**src/rtl/btn_operand_entry_if.sv**
```systemverilog
// Front-panel bus: raw buttons and CPU done in, operand/cursor/start status out.
// master = panel/CPU side, slave = btn_operand_entry.
interface btn_operand_entry_if;
  logic        btn_center_in;
  logic        btn_up_in;
  logic        btn_down_in;
  logic        btn_left_in;
  logic        btn_right_in;
  logic        calc_done;
  logic [31:0] operand;
  logic [2:0]  cursor;
  logic [31:0] operand_latched;
  logic        calc_start;
  logic        busy;

  modport master (
    output btn_center_in, btn_up_in, btn_down_in, btn_left_in, btn_right_in, calc_done,
    input  operand, cursor, operand_latched, calc_start, busy
  );

  modport slave (
    input  btn_center_in, btn_up_in, btn_down_in, btn_left_in, btn_right_in, calc_done,
    output operand, cursor, operand_latched, calc_start, busy
  );
endinterface

```
**src/rtl/btn_operand_entry.sv**
```systemverilog
// Push-button hex operand editor: sync + debounce + edge detect per button, IDLE/BUSY start FSM.
// Optional up/down auto-repeat when BTN_AUTOREPEAT_EN is defined.

// Per-button 2-flop synchronizer and stable-count debouncer.
module btn_debounce #(
  parameter int DEBOUNCE_CYCLES = 8
) (
  input  logic clk,
  input  logic rst_n,
  input  logic raw,
  output logic db
);
  localparam int CW = (DEBOUNCE_CYCLES > 2) ? $clog2(DEBOUNCE_CYCLES) : 1;
  localparam logic [CW-1:0] CNT_MAX = CW'(DEBOUNCE_CYCLES - 1);

  logic [1:0]    sync;
  logic          s;
  logic [CW-1:0] cnt;

  assign s = sync[1];

  always_ff @(posedge clk or negedge rst_n) begin
    if (!rst_n) begin
      sync <= '0;
      cnt  <= '0;
      db   <= 1'b0;
    end else begin
      sync <= {sync[0], raw};
      if (s == db) begin
        cnt <= '0;
      end else if (cnt == CNT_MAX) begin
        db  <= s;
        cnt <= '0;
      end else begin
        cnt <= cnt + 1'b1;
      end
    end
  end
endmodule

module btn_operand_entry #(
  parameter int DEBOUNCE_CYCLES = 8,
  parameter int REPEAT_DELAY    = 64,
  parameter int REPEAT_PERIOD   = 16
) (
  input  logic               clk,
  input  logic               rst_n,
  btn_operand_entry_if.slave bus
);
  localparam int NUM_BTN = 5;
  localparam logic [0:0] S_IDLE = 1'b0;
  localparam logic [0:0] S_BUSY = 1'b1;

  // Bit order matches the packed struct: center is the MSB.
  typedef struct packed {
    logic center;
    logic up;
    logic down;
    logic left;
    logic right;
  } btn_t;

  logic [NUM_BTN-1:0] raw_vec, db_vec, db_d, press_vec;
  btn_t               pr, act;
  logic               up_eff, down_eff;

  logic [0:0]  state;
  logic [31:0] operand, operand_latched;
  logic [2:0]  cursor;
  logic        calc_start;

  assign raw_vec = {bus.btn_center_in, bus.btn_up_in, bus.btn_down_in,
                    bus.btn_left_in, bus.btn_right_in};

  btn_debounce #(.DEBOUNCE_CYCLES(DEBOUNCE_CYCLES)) u_db [NUM_BTN-1:0] (
    .clk   (clk),
    .rst_n (rst_n),
    .raw   (raw_vec),
    .db    (db_vec)
  );

  always_ff @(posedge clk or negedge rst_n) begin
    if (!rst_n) db_d <= '0;
    else        db_d <= db_vec;
  end

  assign press_vec = db_vec & ~db_d;
  assign pr        = btn_t'(press_vec);

`ifdef BTN_AUTOREPEAT_EN
  localparam int B_UP   = 3;
  localparam int B_DOWN = 2;
  localparam int RW     = $clog2(REPEAT_DELAY + 1);
  localparam logic [RW-1:0] RPT_FIRE   = RW'(REPEAT_DELAY);
  localparam logic [RW-1:0] RPT_RELOAD = RW'(REPEAT_DELAY - REPEAT_PERIOD + 1);

  // Lane 1 = up, lane 0 = down; counter holds cycles since the press pulse.
  logic [1:0][RW-1:0] rpt_cnt;
  logic [1:0]         rpt_held, rpt_kill, rpt_fire;

  assign rpt_held    = {db_vec[B_UP], db_vec[B_DOWN]};
  assign rpt_fire[1] = rpt_held[1] && (rpt_cnt[1] == RPT_FIRE);
  assign rpt_fire[0] = rpt_held[0] && (rpt_cnt[0] == RPT_FIRE);
  assign up_eff      = pr.up   | rpt_fire[1];
  assign down_eff    = pr.down | rpt_fire[0];
  assign rpt_kill[1] = (state != S_IDLE) | pr.center;
  assign rpt_kill[0] = (state != S_IDLE) | pr.center | up_eff;

  always_ff @(posedge clk or negedge rst_n) begin
    if (!rst_n) begin
      rpt_cnt <= '0;
    end else begin
      for (int i = 0; i < 2; i++) begin
        if (!rpt_held[i] || rpt_kill[i]) rpt_cnt[i] <= '0;
        else if (rpt_fire[i])            rpt_cnt[i] <= RPT_RELOAD;
        else                             rpt_cnt[i] <= rpt_cnt[i] + 1'b1;
      end
    end
  end
`else
  assign up_eff   = pr.up;
  assign down_eff = pr.down;
`endif

  // Single winner per cycle; presses outside IDLE are simply dropped.
  always_comb begin
    act = '0;
    if (state == S_IDLE) begin
      if (pr.center)     act.center = 1'b1;
      else if (up_eff)   act.up     = 1'b1;
      else if (down_eff) act.down   = 1'b1;
      else if (pr.left)  act.left   = 1'b1;
      else if (pr.right) act.right  = 1'b1;
    end
  end

  always_ff @(posedge clk or negedge rst_n) begin
    if (!rst_n) begin
      state           <= S_IDLE;
      operand         <= '0;
      cursor          <= '0;
      operand_latched <= '0;
      calc_start      <= 1'b0;
    end else begin
      calc_start <= 1'b0;
      case (state)
        S_IDLE: begin
          if (act.center) begin
            operand_latched <= operand;
            calc_start      <= 1'b1;
            state           <= S_BUSY;
          end else if (act.up) begin
            operand[{cursor, 2'b00} +: 4] <= operand[{cursor, 2'b00} +: 4] + 4'd1;
          end else if (act.down) begin
            operand[{cursor, 2'b00} +: 4] <= operand[{cursor, 2'b00} +: 4] - 4'd1;
          end else if (act.left) begin
            cursor <= cursor + 3'd1;
          end else if (act.right) begin
            cursor <= cursor - 3'd1;
          end
        end
        S_BUSY: if (bus.calc_done) state <= S_IDLE;
        default: state <= S_IDLE;
      endcase
    end
  end

  assign bus.operand         = operand;
  assign bus.cursor          = cursor;
  assign bus.operand_latched = operand_latched;
  assign bus.calc_start      = calc_start;
  assign bus.busy            = (state == S_BUSY);
endmodule

```
**src/flat_wrapper.sv**
```systemverilog
// flat-port wrapper written by rule: the top's interface ports become plain ports
module btn_operand_entry_flat 
#(
  parameter int DEBOUNCE_CYCLES = 8,
  parameter int REPEAT_DELAY    = 64,
  parameter int REPEAT_PERIOD   = 16
)
  (clk, rst_n, bus_btn_center_in, bus_btn_up_in, bus_btn_down_in, bus_btn_left_in, bus_btn_right_in, bus_calc_done, bus_operand, bus_cursor, bus_operand_latched, bus_calc_start, bus_busy);
  btn_operand_entry_if bus_i ();
  input  logic clk;
  input  logic rst_n;
  input wire logic [$bits(bus_i.btn_center_in)-1:0] bus_btn_center_in;
  input wire logic [$bits(bus_i.btn_up_in)-1:0] bus_btn_up_in;
  input wire logic [$bits(bus_i.btn_down_in)-1:0] bus_btn_down_in;
  input wire logic [$bits(bus_i.btn_left_in)-1:0] bus_btn_left_in;
  input wire logic [$bits(bus_i.btn_right_in)-1:0] bus_btn_right_in;
  input wire logic [$bits(bus_i.calc_done)-1:0] bus_calc_done;
  output wire logic [$bits(bus_i.operand)-1:0] bus_operand;
  output wire logic [$bits(bus_i.cursor)-1:0] bus_cursor;
  output wire logic [$bits(bus_i.operand_latched)-1:0] bus_operand_latched;
  output wire logic [$bits(bus_i.calc_start)-1:0] bus_calc_start;
  output wire logic [$bits(bus_i.busy)-1:0] bus_busy;
  assign bus_i.btn_center_in = bus_btn_center_in;
  assign bus_i.btn_up_in = bus_btn_up_in;
  assign bus_i.btn_down_in = bus_btn_down_in;
  assign bus_i.btn_left_in = bus_btn_left_in;
  assign bus_i.btn_right_in = bus_btn_right_in;
  assign bus_i.calc_done = bus_calc_done;
  assign bus_operand = bus_i.operand;
  assign bus_cursor = bus_i.cursor;
  assign bus_operand_latched = bus_i.operand_latched;
  assign bus_calc_start = bus_i.calc_start;
  assign bus_busy = bus_i.busy;
  btn_operand_entry #(.DEBOUNCE_CYCLES(DEBOUNCE_CYCLES), .REPEAT_DELAY(REPEAT_DELAY), .REPEAT_PERIOD(REPEAT_PERIOD)) u_core (.clk(clk), .rst_n(rst_n), .bus(bus_i));
endmodule
```
**config.mk**
```make
export PLATFORM = sky130hd
export DESIGN_NAME = btn_operand_entry_flat
export DESIGN_NICKNAME = d
export VERILOG_FILES = /design/src/rtl/btn_operand_entry_if.sv /design/src/rtl/btn_operand_entry.sv /design/src/flat_wrapper.sv
export SDC_FILE = /design/constraint.sdc
export NUM_CORES = 1
export LEC_CHECK = 0
export CORE_UTILIZATION = 40
export DETAILED_ROUTE_END_ITERATION = 16
export DONT_BUFFER_PORTS = 1
export HOLD_SLACK_MARGIN = 0.06
export PLACE_DENSITY = 0.66
export SLEW_MARGIN = 20
export SYNTH_ARGS = -nofsm -noshare
export SYNTH_HDL_FRONTEND = slang
export SYNTH_SLANG_ARGS = --single-unit
export TNS_END_PERCENT = 20
```
**constraint.sdc**
```tcl
create_clock -name clk -period 2.9 [get_ports clk]
set_input_delay 0.58 -clock clk [delete_from_list [all_inputs] [get_ports clk]]
set_output_delay 0.58 -clock clk [all_outputs]
set_load 0.02 [all_outputs]
```
# Yosys cells after proc, flatten, opt, wreduce, memory -nomap -nowiden
# Index checks and enable logic that the tools add are counted.
# totals
ff_bits,104
out_inout_bits,69
wordCells,96
# classes
n_addsub,10
n_eq_ne,10
shift,4
n_mux,30
n_bitwise,11
n_reduce_logical,10
# ops
op,n
bitwise mux 32 bit,2
two-way mux 32 bit,2
variable part select 4 x 7 -> 32 bit,2
two-way mux 3 bit,13
variable shift 4 x 7 -> 32 bit (first input constant),1
variable part select 32 x 6 -> 4 bit,1
adder 3 x 1 -> 3 bit (second input constant),6
equality test 3 bit (second input constant),5
AND reduction 2 bit,6
two-way mux 1 bit,9
inverter 1 bit,9
negation 5 -> 7 bit,1
AND 5 bit,1
equality test 1 bit,5
two-way mux 5 bit,1
inverter 5 bit,1
AND reduction 5 bit,1
adder 4 x 1 -> 4 bit (second input constant),1
two-way mux 4 bit,1
nonzero test 2 bit,2
subtractor 4 x 1 -> 4 bit (second input constant),1
AND reduction 3 bit,1
subtractor 3 x 1 -> 3 bit (second input constant),1
two-way mux 2 bit,1
case mux 1 bit (2 select lines),1

# Depth between registers and ports, before layout
# Gate-level depths: netlist of run 1.
# depth
depth_word,10
ltp_mapped,10
depth_no_buf,8

# By module
# Synthesis of run 1 repeated with hierarchy kept, for this count alone.
# unflattened
hier_cells,306
area_unflattened_um2,4374.2
# by_module_without_submodules
module,instances,cells_per_inst,area_each_um2,seq_area_each_um2
btn_operand_entry,1,241,3273.1,1851.8
btn_debounce,5,13,220.2,150.1

# Worst setup path after synthesis of run 1
# No wires, ideal clock.
# synth_timing
kind,flip-flop to flip-flop
startpoint,register u_core.cursor[0] (netlist: u_core.bus.cursor[0])
endpoint,register (tool-made name)
setup_ns,0.125
arrival_time_ns,2.608
setup_slack_ns,0.167
stages_incl_launch_ff,9
n_path_buf,2
synth_period_minus_slack_ns,2.733
cell_sequence,dfrtp_1 > buf_6 > buf_2 > inv_2 > ha_1 > nor4_1 > nand2_1 > nor4_1 > mux2_2
# synth_rtl
item,line_no,source
"start, declared",btn_operand_entry.sv:69,logic [2:0] cursor;
"start signal, assigned",btn_operand_entry.sv:157,cursor <= cursor + 3'd1;
"start signal, assigned",btn_operand_entry.sv:159,cursor <= cursor - 3'd1;

# Worst setup path after layout of run 1
# layout_timing
startpoint,register u_core.cursor[0] (netlist: u_core.bus.cursor[0])
endpoint,register u_core.operand[15] (netlist: u_core.bus.operand[15])
# layout_between
elab_chain_cells,6
# layout_lines
item,line_no,source
variable part select 32 x 6 -> 4 bit,"btn_operand_entry.sv:153, btn_operand_entry.sv:155",
subtractor 4 x 1 -> 4 bit,btn_operand_entry.sv:155,"operand[{cursor, 2'b00} +: 4] <= operand[{cursor, 2'b00} +: 4] - 4'd1;"
variable part select 4 x 7 -> 32 bit,btn_operand_entry.sv:155,
bitwise mux 32 bit,btn_operand_entry.sv:155,
two-way mux 32 bit,btn_operand_entry.sv:154,end else if (act.down) begin
two-way mux 32 bit (*),btn_operand_entry.sv:152,end else if (act.up) begin
"end signal, assigned by index",btn_operand_entry.sv:153,"operand[{cursor, 2'b00} +: 4] <= operand[{cursor, 2'b00} +: 4] + 4'd1;"
"end signal, assigned by index",btn_operand_entry.sv:155,
"end, declared",btn_operand_entry.sv:68,"logic [31:0] operand, operand_latched;"
# Mark *: on every way between the ends. The rest lies on a longest branch, timed or not. The select of a mux whose other input is x is not followed.
# A chain may end at the register's enable or synchronous reset.

==> results of run 1 <==
## area by class of cell
type / count / area (µm²)
sequential: 104 / 2600
fill: 945 / 5720
timing repair buffer: 9 / 67.6
clock buffer: 15 / 166
inverter: 8 / 30.0
multi-input combinational: 190 / 1660
tap: 136 / 170
## stage by stage
step | setup WS [ns] | util, % | std cells
2_1_floorplan | 0.167 | - | 309
3_3_place_gp | 0.291 | 43.5 | 447
3_5_place_dp | 0.220 | 43.5 | 447
4_1_cts | 0.202 | 45.1 | 462
5_1_grt | 0.0330 | 45.1 | 462
6_report | 0.219 | 45.1 | 462
## synth_stat cells (4+ instances only)
| master | instances | share of area [%] |
|---|---|---|
| and2_1 | 8 | 1.2 |
| dfrtp_1 | 104 | 60 |
| ha_1 | 17 | 4.9 |
| inv_1 | 4 | 0.35 |
| inv_2 | 4 | 0.35 |
| mux2_1 | 40 | 10 |
| mux2_2 | 9 | 2.3 |
| mux4_2 | 8 | 4.2 |
| nand2_1 | 32 | 2.8 |
| nor2_1 | 7 | 0.61 |
| nor2b_1 | 6 | 0.87 |
| nor3b_1 | 6 | 1.0 |
| nor4_1 | 4 | 0.58 |
| o21ai_1 | 10 | 1.2 |
| o31ai_1 | 12 | 2.1 |
| xnor2_1 | 5 | 1.0 |
| xor2_1 | 5 | 1.0 |
## final timing paths
kind | startpoint | to | slack (ns) | depth (start not counted)
setup reg to reg | u_core.bus.cursor[0]$_DFFE_PN0P_ | u_core.bus.operand[15]$_DFFE_PN0P_ | 0.22 | 8
hold reg to reg | u_core.u_db[2].sync[0]$_DFF_PN0_ | u_core.u_db[2].sync[1]$_DFF_PN0_ | 0.35 | 0
max in group asynchronous | rst_n | u_core.u_db[0].cnt[0]$_DFF_PN0_ | 2.86 | 0
min in group clk | bus_btn_right_in | u_core.u_db[0].sync[0]$_DFF_PN0_ | 0.24 | 0
hold / removal | rst_n | u_core.bus.operand_latched[5]$_DFFE_PN0P_ | -0.10 | 0
setup / recovery | u_core.bus.cursor[0]$_DFFE_PN0P_ | u_core.bus.operand[15]$_DFFE_PN0P_ | 0.22 | 8
## sequential cells by signal, indices dropped and copies added (netlist names), named ones only
signal / flops
u_core.u_db.sync: 10
u_core.bus.calc_start: 1
u_core.bus.busy: 1
u_core.db_d: 5
u_core.bus.operand: 24
u_core.bus.cursor: 3
u_core.bus.operand_latched: 32
u_core.u_db.db: 5
u_core.u_db.cnt: 15
## cells by family (layout without fill, tap and decap cells)
family | after synthesis | in the layout | share of synthesized area [%]
and+or+nand+nor | 74 | 74 | 8.60
xor gates and xnor gates | 11 | 11 | 2.66
DFF | 104 | 104 | 60.2
adders and majority gates | 18 | 18 | 5.39
muxes | 60 | 60 | 17.6
AOI/OAI and AO/OA | 27 | 27 | 3.97
buffers and inverters | 15 | 32 | 1.51
## per-layer routing
layer | GRT usage [%] | wire length, µm
met5 | 0 | 0
met4 | 5.16 | 146
met3 | 6.19 | 617
met2 | 25.4 | 3980
met1 | 19.9 | 3510
## layout by cell type, fill, tap and decap left out, drive strengths merged
cell type	Yosys	layout
inv	8	8
buf	4	9
nand3	1	1
nand2b	1	1
nand2	33	33
mux4	8	8
xnor2	5	5
o21ai	10	10
xor2	6	6
or4	1	1
a21oi	3	3
a21boi	1	1
nand3b	2	2
a2111oi	1	1
fa	1	1
nor2	7	7
or2	1	1
and2	8	8
nor2b	6	6
ha	17	17
nor4	4	4
nor3b	6	6
clkbuf	3	15
mux2i	3	3
dfrtp	104	104
nor3	3	3
o31ai	12	12
mux2	49	49
nand4	1	1
## power by group
part / total, W / internal (W) / switching [W]
logic: 0.00179 / 0.000798 / 0.000988
registers: 0.00273 / 0.00190 / 0.000834
clock network: 0.000805 / 0.000357 / 0.000448
total: 0.00532 / 0.00305 / 0.00227
## repair_timing
action	4_1_cts	5_1_grt
hold endpoints to repair	104	104
gates resized for setup	0	0
setup endpoints to repair	0	0
==> impl_metrics.xml, run 1 <==
<?xml version="1.0" encoding="UTF-8"?>
<metrics>
  <group name="critical_path">
    <metric name="critical_path.cell_chain" unit="">buf_4 -&gt; mux4_2 -&gt; mux2i_1 -&gt; inv_2 -&gt; or4_1 -&gt; nand2_2 -&gt; xor2_4 -&gt; o31ai_1</metric>
    <metric name="critical_path.startpoint_type" unit="">flop</metric>
    <metric name="crit_family" unit="">multiplexers</metric>
    <metric name="cpMaxStageDelayCell" unit="">or4_1</metric>
    <metric name="criticalPathCategory" unit="">reg2reg</metric>
    <metric name="worstPathRequired" unit="ns">3.14</metric>
    <metric name="critPathBufInv" unit="">2</metric>
    <metric name="end_kind" unit="">flop</metric>
    <metric name="critPathMaxStageDelay" unit="ns">0.53</metric>
    <metric name="crit_fanout" unit="">8</metric>
    <metric name="cp_data_arrival_time" unit="ns">2.92</metric>
  </group>
  <group name="job">
    <metric name="timing.max_cap.violations" unit="">0</metric>
  </group>
  <group name="floorplan">
    <metric name="floorplan.initialDensity" unit="%">41.5</metric>
    <metric name="num_io_pins" unit="">77</metric>
    <metric name="die_w" unit="µm">106</metric>
    <metric name="placementRows" unit="">37</metric>
    <metric name="die_area" unit="µm²">11200</metric>
    <metric name="floorplan.core_area" unit="µm²">10400</metric>
    <metric name="fp.dieH" unit="µm">106</metric>
  </group>
  <group name="drt">
    <metric name="drc_marker_count_from_the_first_detailed_route_iteration" unit="">82</metric>
    <metric name="wire_per_inst" unit="µm">17.9</metric>
    <metric name="vias_per_cell" unit="">5.34</metric>
    <metric name="first_pass_iters" unit="">4</metric>
    <metric name="ant_nets" unit="">0</metric>
    <metric name="drcViolationCount" unit="">0</metric>
    <metric name="finalWirelength" unit="µm">8260</metric>
    <metric name="count_of_vias_placed_by_the_detailed_router" unit="">2469</metric>
  </group>
  <group name="min_path">
    <metric name="min-delay-path-class" unit="">in2async</metric>
  </group>
  <group name="placed_design">
    <metric name="portBuffers" unit="">0</metric>
    <metric name="placement.cell_area" unit="µm²">4530</metric>
    <metric name="global_placer_s_final_weighted_congestion" unit="">0.793</metric>
    <metric name="detailed_place_hpwl" unit="µm">6090</metric>
  </group>
  <group name="layout">
    <metric name="finalNetCount" unit="">348</metric>
    <metric name="final_design_area_no_fill" unit="µm²">4700</metric>
    <metric name="drive_gt1_share" unit="%">13.5</metric>
    <metric name="antenna_cells_inserted" unit="">0</metric>
    <metric name="flow.area_growth_from_synthesis" unit="%">8.72</metric>
  </group>
  <group name="yosys">
    <metric name="synth_cell_type_count" unit="">35</metric>
    <metric name="yosys_register_bits" unit="">104</metric>
    <metric name="yosys_warnings" unit="">0</metric>
    <metric name="avg_cell_area_syn" unit="µm²">14.0</metric>
    <metric name="synth-edff-count" unit="">0</metric>
    <metric name="synth.yosys.seq_area_share" unit="%">60.2</metric>
    <metric name="dominantRegCellSynth" unit="">dfrtp_1</metric>
    <metric name="async_reset_ff_share" unit="%">100</metric>
    <metric name="netlist_instances" unit="">309</metric>
    <metric name="area_of_the_mapped_netlist" unit="µm²">4320</metric>
    <metric name="post_synth_net_total" unit="">335</metric>
  </group>
  <group name="timing">
    <metric name="fin_setup_tns" unit="ns">0</metric>
    <metric name="rsz0062_at_grt" unit="">false</metric>
    <metric name="relSlewSlack" unit="%">51.9</metric>
    <metric name="final.min_clock_period" unit="ns">2.68</metric>
    <metric name="hold_slack" unit="ns">-0.102</metric>
    <metric name="clock_skew" unit="ns">0.00606</metric>
    <metric name="period_share" unit="%">92.4</metric>
    <metric name="final_max_slew_viol_count" unit="">0</metric>
    <metric name="clock.fmax" unit="MHz">373</metric>
    <metric name="setup-violations-final" unit="">0</metric>
    <metric name="worstMarginPinSlew" unit="ns">0.721</metric>
    <metric name="finalHoldViolCount" unit="">104</metric>
  </group>
  <group name="clock_network">
    <metric name="tritoncts.num_buffers" unit="">9</metric>
    <metric name="tritoncts_clock_tree" unit="">done</metric>
    <metric name="clock_tree_root_buffer_cell" unit="">clkbuf_8</metric>
    <metric name="clockBufferDepth" unit="">2</metric>
    <metric name="cts.htree.levels" unit="">3</metric>
    <metric name="clock_pin_slew_reported_for_the_worst_setup_and_hold_paths_after_clock_tree_synthesis" unit="ns">0.09</metric>
    <metric name="cts_setup_buffers" unit="">0</metric>
    <metric name="cts_num_sinks" unit="">104</metric>
    <metric name="clkLatencyLatePin" unit="ns">0.36</metric>
  </group>
  <group name="global_routing">
    <metric name="grt_max_degree" unit="">105</metric>
    <metric name="antenna_found_initial" unit="">0</metric>
    <metric name="grt_remaining_overflow" unit="">0</metric>
    <metric name="global_route_wire_length_before_repair" unit="µm">13400</metric>
    <metric name="via_count_of_the_first_global_routing_pass" unit="">2548</metric>
    <metric name="globalRouteTotalUtil" unit="%">15.9</metric>
  </group>
  <group name="pwr">
    <metric name="total_power" unit="W">0.00532</metric>
    <metric name="power_density" unit="nW/µm²">1130</metric>
    <metric name="vdd_ir_drop_max" unit="mV">0.491</metric>
    <metric name="cellLeakagePower" unit="nW">2.30</metric>
  </group>
  <group name="run_status">
    <metric name="status" unit="">complete, but fails checks</metric>
    <metric name="violations" unit="">negative hold slack</metric>
  </group>
</metrics>
(Power assumes the default switching activity.)
==> run 2, diff against run 1 <==
ABC_AREA = 1   (was not set)
CORE_UTILIZATION = 30   (was 40)
PLACE_DENSITY = 0.56   (was 0.66)
==> run 2 against run 1 <==
The run ends with design-rule violations, negative hold slack left. First-iteration DRC count grew 80%. Power grew 11%. Core utilization shrank 11 points. Die area grew 40%. Global-route usage shrank 0.73 points. Synthesized cell count grew 67%. Hold slack gained 0.025 ns. Critical path type unchanged. Largest cell class unchanged.
==> impl_metrics.xml, run 2 <==
<?xml version="1.0" encoding="UTF-8"?>
<metrics>
  <group name="critical_path">
    <metric name="cp_data_arrival_time" unit="ns">2.48</metric>
    <metric name="critical_path.startpoint_type" unit="">flop</metric>
    <metric name="r2r_start" unit="">u_core.bus.cursor[0]$_DFFE_PN0P_</metric>
    <metric name="setup.reg_to_reg.worst_slack" unit="ns">0.66</metric>
    <metric name="worstPathRequired" unit="ns">3.14</metric>
    <metric name="end_kind" unit="">flop</metric>
    <metric name="rr_worst_depth" unit="">10</metric>
    <metric name="timing.rr.end" unit="">u_core.bus.operand[21]$_DFFE_PN0P_</metric>
    <metric name="criticalPathCategory" unit="">reg2reg</metric>
    <metric name="crit_fanout" unit="">26</metric>
  </group>
  <group name="layout">
    <metric name="biggest_registers_after_layout" unit="">u_core.bus.operand_latched (32), u_core.bus.operand (24), u_core.u_db.cnt (15)</metric>
    <metric name="largest_register_ffs" unit="">32</metric>
    <metric name="end_of_flow_core_utilization" unit="%">34.6</metric>
    <metric name="finalNetCount" unit="">548</metric>
    <metric name="drive_gt1_share" unit="%">5.52</metric>
    <metric name="final_common_cell" unit="">nand2_1</metric>
    <metric name="final_design_area_no_fill" unit="µm²">5080</metric>
    <metric name="largest_register" unit="">u_core.bus.operand_latched</metric>
    <metric name="layout_common_cells" unit="">nand2_1, dfrtp_1, inv_1</metric>
    <metric name="flow.area_growth_from_synthesis" unit="%">11.4</metric>
    <metric name="antenna_cells_inserted" unit="">0</metric>
  </group>
  <group name="drt">
    <metric name="finalWirelength" unit="µm">11000</metric>
    <metric name="first_pass_iters" unit="">10</metric>
    <metric name="count_of_vias_placed_by_the_detailed_router" unit="">3361</metric>
    <metric name="wire_per_inst" unit="µm">15.4</metric>
    <metric name="drcViolationCount" unit="">12</metric>
    <metric name="drc_marker_count_from_the_first_detailed_route_iteration" unit="">148</metric>
    <metric name="ant_nets" unit="">0</metric>
    <metric name="vias_per_cell" unit="">4.74</metric>
  </group>
  <group name="global_routing">
    <metric name="grt_max_degree" unit="">105</metric>
    <metric name="grt.met1_usage" unit="%">17.1</metric>
    <metric name="antenna_found_initial" unit="">0</metric>
    <metric name="grt_most_used_layer" unit="">met2</metric>
    <metric name="global_route.usage.met2" unit="%">25.6</metric>
    <metric name="globalRouteTotalUtil" unit="%">15.2</metric>
    <metric name="grtUsageMet3" unit="%">5.65</metric>
    <metric name="grt_remaining_overflow" unit="">0</metric>
    <metric name="global_route_wire_length_before_repair" unit="µm">18100</metric>
    <metric name="via_count_of_the_first_global_routing_pass" unit="">3483</metric>
  </group>
  <group name="pwr">
    <metric name="power.share.combinational" unit="%">37.4</metric>
    <metric name="net-switching-power" unit="W">0.00264</metric>
    <metric name="power_density" unit="nW/µm²">1170</metric>
    <metric name="seqPwrFrac" unit="%">41.0</metric>
    <metric name="intPower" unit="W">0.00329</metric>
    <metric name="vdd_ir_drop_max" unit="mV">0.569</metric>
    <metric name="switching_share" unit="%">44.5</metric>
    <metric name="share_clk_of_total_power" unit="%">21.6</metric>
    <metric name="cellLeakagePower" unit="nW">2.52</metric>
  </group>
  <group name="placed_design">
    <metric name="portBuffers" unit="">0</metric>
    <metric name="place_worst_setup_slack" unit="ns">0.696</metric>
    <metric name="detailed_place_hpwl" unit="µm">8220</metric>
    <metric name="placement.cell_area" unit="µm²">4770</metric>
    <metric name="global_placer_s_final_weighted_congestion" unit="">0.861</metric>
  </group>
  <group name="yosys">
    <metric name="synth-edff-count" unit="">0</metric>
    <metric name="yosys_warnings" unit="">0</metric>
    <metric name="synth_cell_type_count" unit="">30</metric>
    <metric name="yosysMostFrequentCell" unit="">nand2_1</metric>
    <metric name="synth.yosys.seq_area_share" unit="%">57.1</metric>
    <metric name="netlist_instances" unit="">517</metric>
    <metric name="synth.top_cell.area_share" unit="%">57.1</metric>
    <metric name="area_of_the_mapped_netlist" unit="µm²">4560</metric>
    <metric name="ys_top_cells_by_count" unit="">nand2_1, dfrtp_1, inv_1</metric>
    <metric name="async_reset_ff_share" unit="%">100</metric>
    <metric name="yosys-top-cells-area" unit="">dfrtp_1, nand2_1, inv_1, o21ai_0, ha_1</metric>
    <metric name="synthDominantAreaCellType" unit="">dfrtp_1</metric>
    <metric name="yosys_register_bits" unit="">104</metric>
    <metric name="avg_cell_area_syn" unit="µm²">8.82</metric>
    <metric name="post_synth_net_total" unit="">543</metric>
    <metric name="dominantRegCellSynth" unit="">dfrtp_1</metric>
  </group>
  <group name="run_status">
    <metric name="violations" unit="">design-rule violations, negative hold slack</metric>
    <metric name="status" unit="">complete, but fails checks</metric>
  </group>
  <group name="floorplan">
    <metric name="floorplan.initialDensity" unit="%">31.0</metric>
    <metric name="floorplan.core_area" unit="µm²">14700</metric>
    <metric name="placementRows" unit="">44</metric>
    <metric name="die_area" unit="µm²">15700</metric>
    <metric name="num_io_pins" unit="">77</metric>
    <metric name="die_w" unit="µm">125</metric>
    <metric name="fp.dieH" unit="µm">125</metric>
  </group>
  <group name="min_path">
    <metric name="min-delay-path-class" unit="">in2async</metric>
  </group>
  <group name="timing">
    <metric name="worstMarginPinSlew" unit="ns">0.518</metric>
    <metric name="finalHoldViolCount" unit="">104</metric>
    <metric name="fin_setup_tns" unit="ns">0</metric>
    <metric name="final.min_clock_period" unit="ns">2.24</metric>
    <metric name="clock_skew" unit="ns">0.0105</metric>
    <metric name="clock.fmax" unit="MHz">447</metric>
    <metric name="period_share" unit="%">77.2</metric>
    <metric name="worst_slack" unit="ns">0.661</metric>
    <metric name="final_max_slew_viol_count" unit="">0</metric>
    <metric name="relSlewSlack" unit="%">65.2</metric>
    <metric name="rsz0062_at_grt" unit="">false</metric>
    <metric name="hold_slack" unit="ns">-0.0769</metric>
    <metric name="setup-violations-final" unit="">0</metric>
  </group>
  <group name="clock_network">
    <metric name="tritoncts_clock_tree" unit="">done</metric>
    <metric name="clockBufferDepth" unit="">2</metric>
    <metric name="cts_setup_buffers" unit="">0</metric>
    <metric name="clock_tree_root_buffer_cell" unit="">clkbuf_16</metric>
    <metric name="cts_resized" unit="">0</metric>
    <metric name="tritoncts.num_buffers" unit="">9</metric>
    <metric name="clkLatencyLatePin" unit="ns">0.36</metric>
    <metric name="cts.htree.levels" unit="">3</metric>
    <metric name="cts_num_sinks" unit="">104</metric>
    <metric name="clock_pin_slew_reported_for_the_worst_setup_and_hold_paths_after_clock_tree_synthesis" unit="ns">0.07</metric>
  </group>
  <group name="job">
    <metric name="timing.max_cap.violations" unit="">0</metric>
  </group>
</metrics>
-- run 2: cell types whose count changed after synthesis, sizes merged, moves of 5 or more --
cell   before  now
a21oi       3   10
nand2      33  147
nor2b       6    0
o31ai      12    1
nor3b       6    1
inv         8   67
nand3       1   37
nor2        7   44
mux2       49    0
mux4        8    0
o21ai      10   50
and2        8    0
nor3        3   10
-- run 2: worst max path at each step --
stage | startpoint | endpoint | slack [ns] | cells after the start
after floorplan | u_core.bus.cursor[0]$_DFFE_PN0P_ | u_core.bus.operand[7]$_DFFE_PN0P_ | 0.62 | 11
after global placement | u_core.bus.busy$_DFF_PN0_ | u_core.bus.operand[21]$_DFFE_PN0P_ | 0.69 | 8
after detailed placement | u_core.bus.cursor[0]$_DFFE_PN0P_ | u_core.bus.operand[21]$_DFFE_PN0P_ | 0.70 | 10
after CTS | u_core.bus.cursor[0]$_DFFE_PN0P_ | u_core.bus.operand[21]$_DFFE_PN0P_ | 0.66 | 10
after global routing | u_core.bus.cursor[0]$_DFFE_PN0P_ | u_core.bus.operand[13]$_DFFE_PN0P_ | 0.50 | 11
final | u_core.bus.cursor[0]$_DFFE_PN0P_ | u_core.bus.operand[21]$_DFFE_PN0P_ | 0.66 | 10
-- run 2: per-layer routing --
layer,share of wire (%),vias up
met5,0,-
met4,2.0,0
met3,6.4,15
met2,50,87
met1,42,1620
li1,-,1639
-- run 2: cells by family (layout without fill, tap and decap cells) --
kind of cell	count (synthesis)	count (layout)	synth area share [%]
simple gates	245	245	22.3
flops	104	104	57.1
buf+inv	79	87	6.89
compound gates	62	62	6.91
fa+ha+maj	18	18	5.10
xor+xnor	9	9	1.73
-- run 2: worst max-delay path, cell delays in order, from the launching register on --
cell and delay (ns):
dfrtp_1 0.36, buf_4 0.35, nand2_1 0.11, nand3_1 0.11
nand3_1 0.07, nand2_1 0.15, ha_1 0.26, or2_1 0.24
nand2_1 0.20, nor2_1 0.10, o21a_1 0.17
-- run 2: cell type report --
class,instances,area (µm²)
clock buffer,11,243
inverter,68,255
tap,184,230
timing repair buffer,5,37.5
sequential,104,2600
clock inverter,3,67.6
multi-input combinational,334,1640
fill,1530,9620
-- run 2: metrics by stage --
step	total power (W)	hold slack, ns	instances
6_report	0.00593	-0.0769	709
5_1_grt	0.00644	-0.110	709
4_1_cts	0.00603	-0.102	709
3_5_place_dp	0.00471	0.287	695
3_3_place_gp	0.00465	0.287	695
2_1_floorplan	0.00404	0.284	517
-- run 2: power groups by stage --
stage	Clock, W	Combinational, W	Sequential (W)
floorplan	0	0.00164	0.00240
global placement	0	0.00219	0.00245
detailed placement	0	0.00224	0.00247
CTS	0.00133	0.00226	0.00244
global route	0.00138	0.00257	0.00249
finish	0.00128	0.00222	0.00243
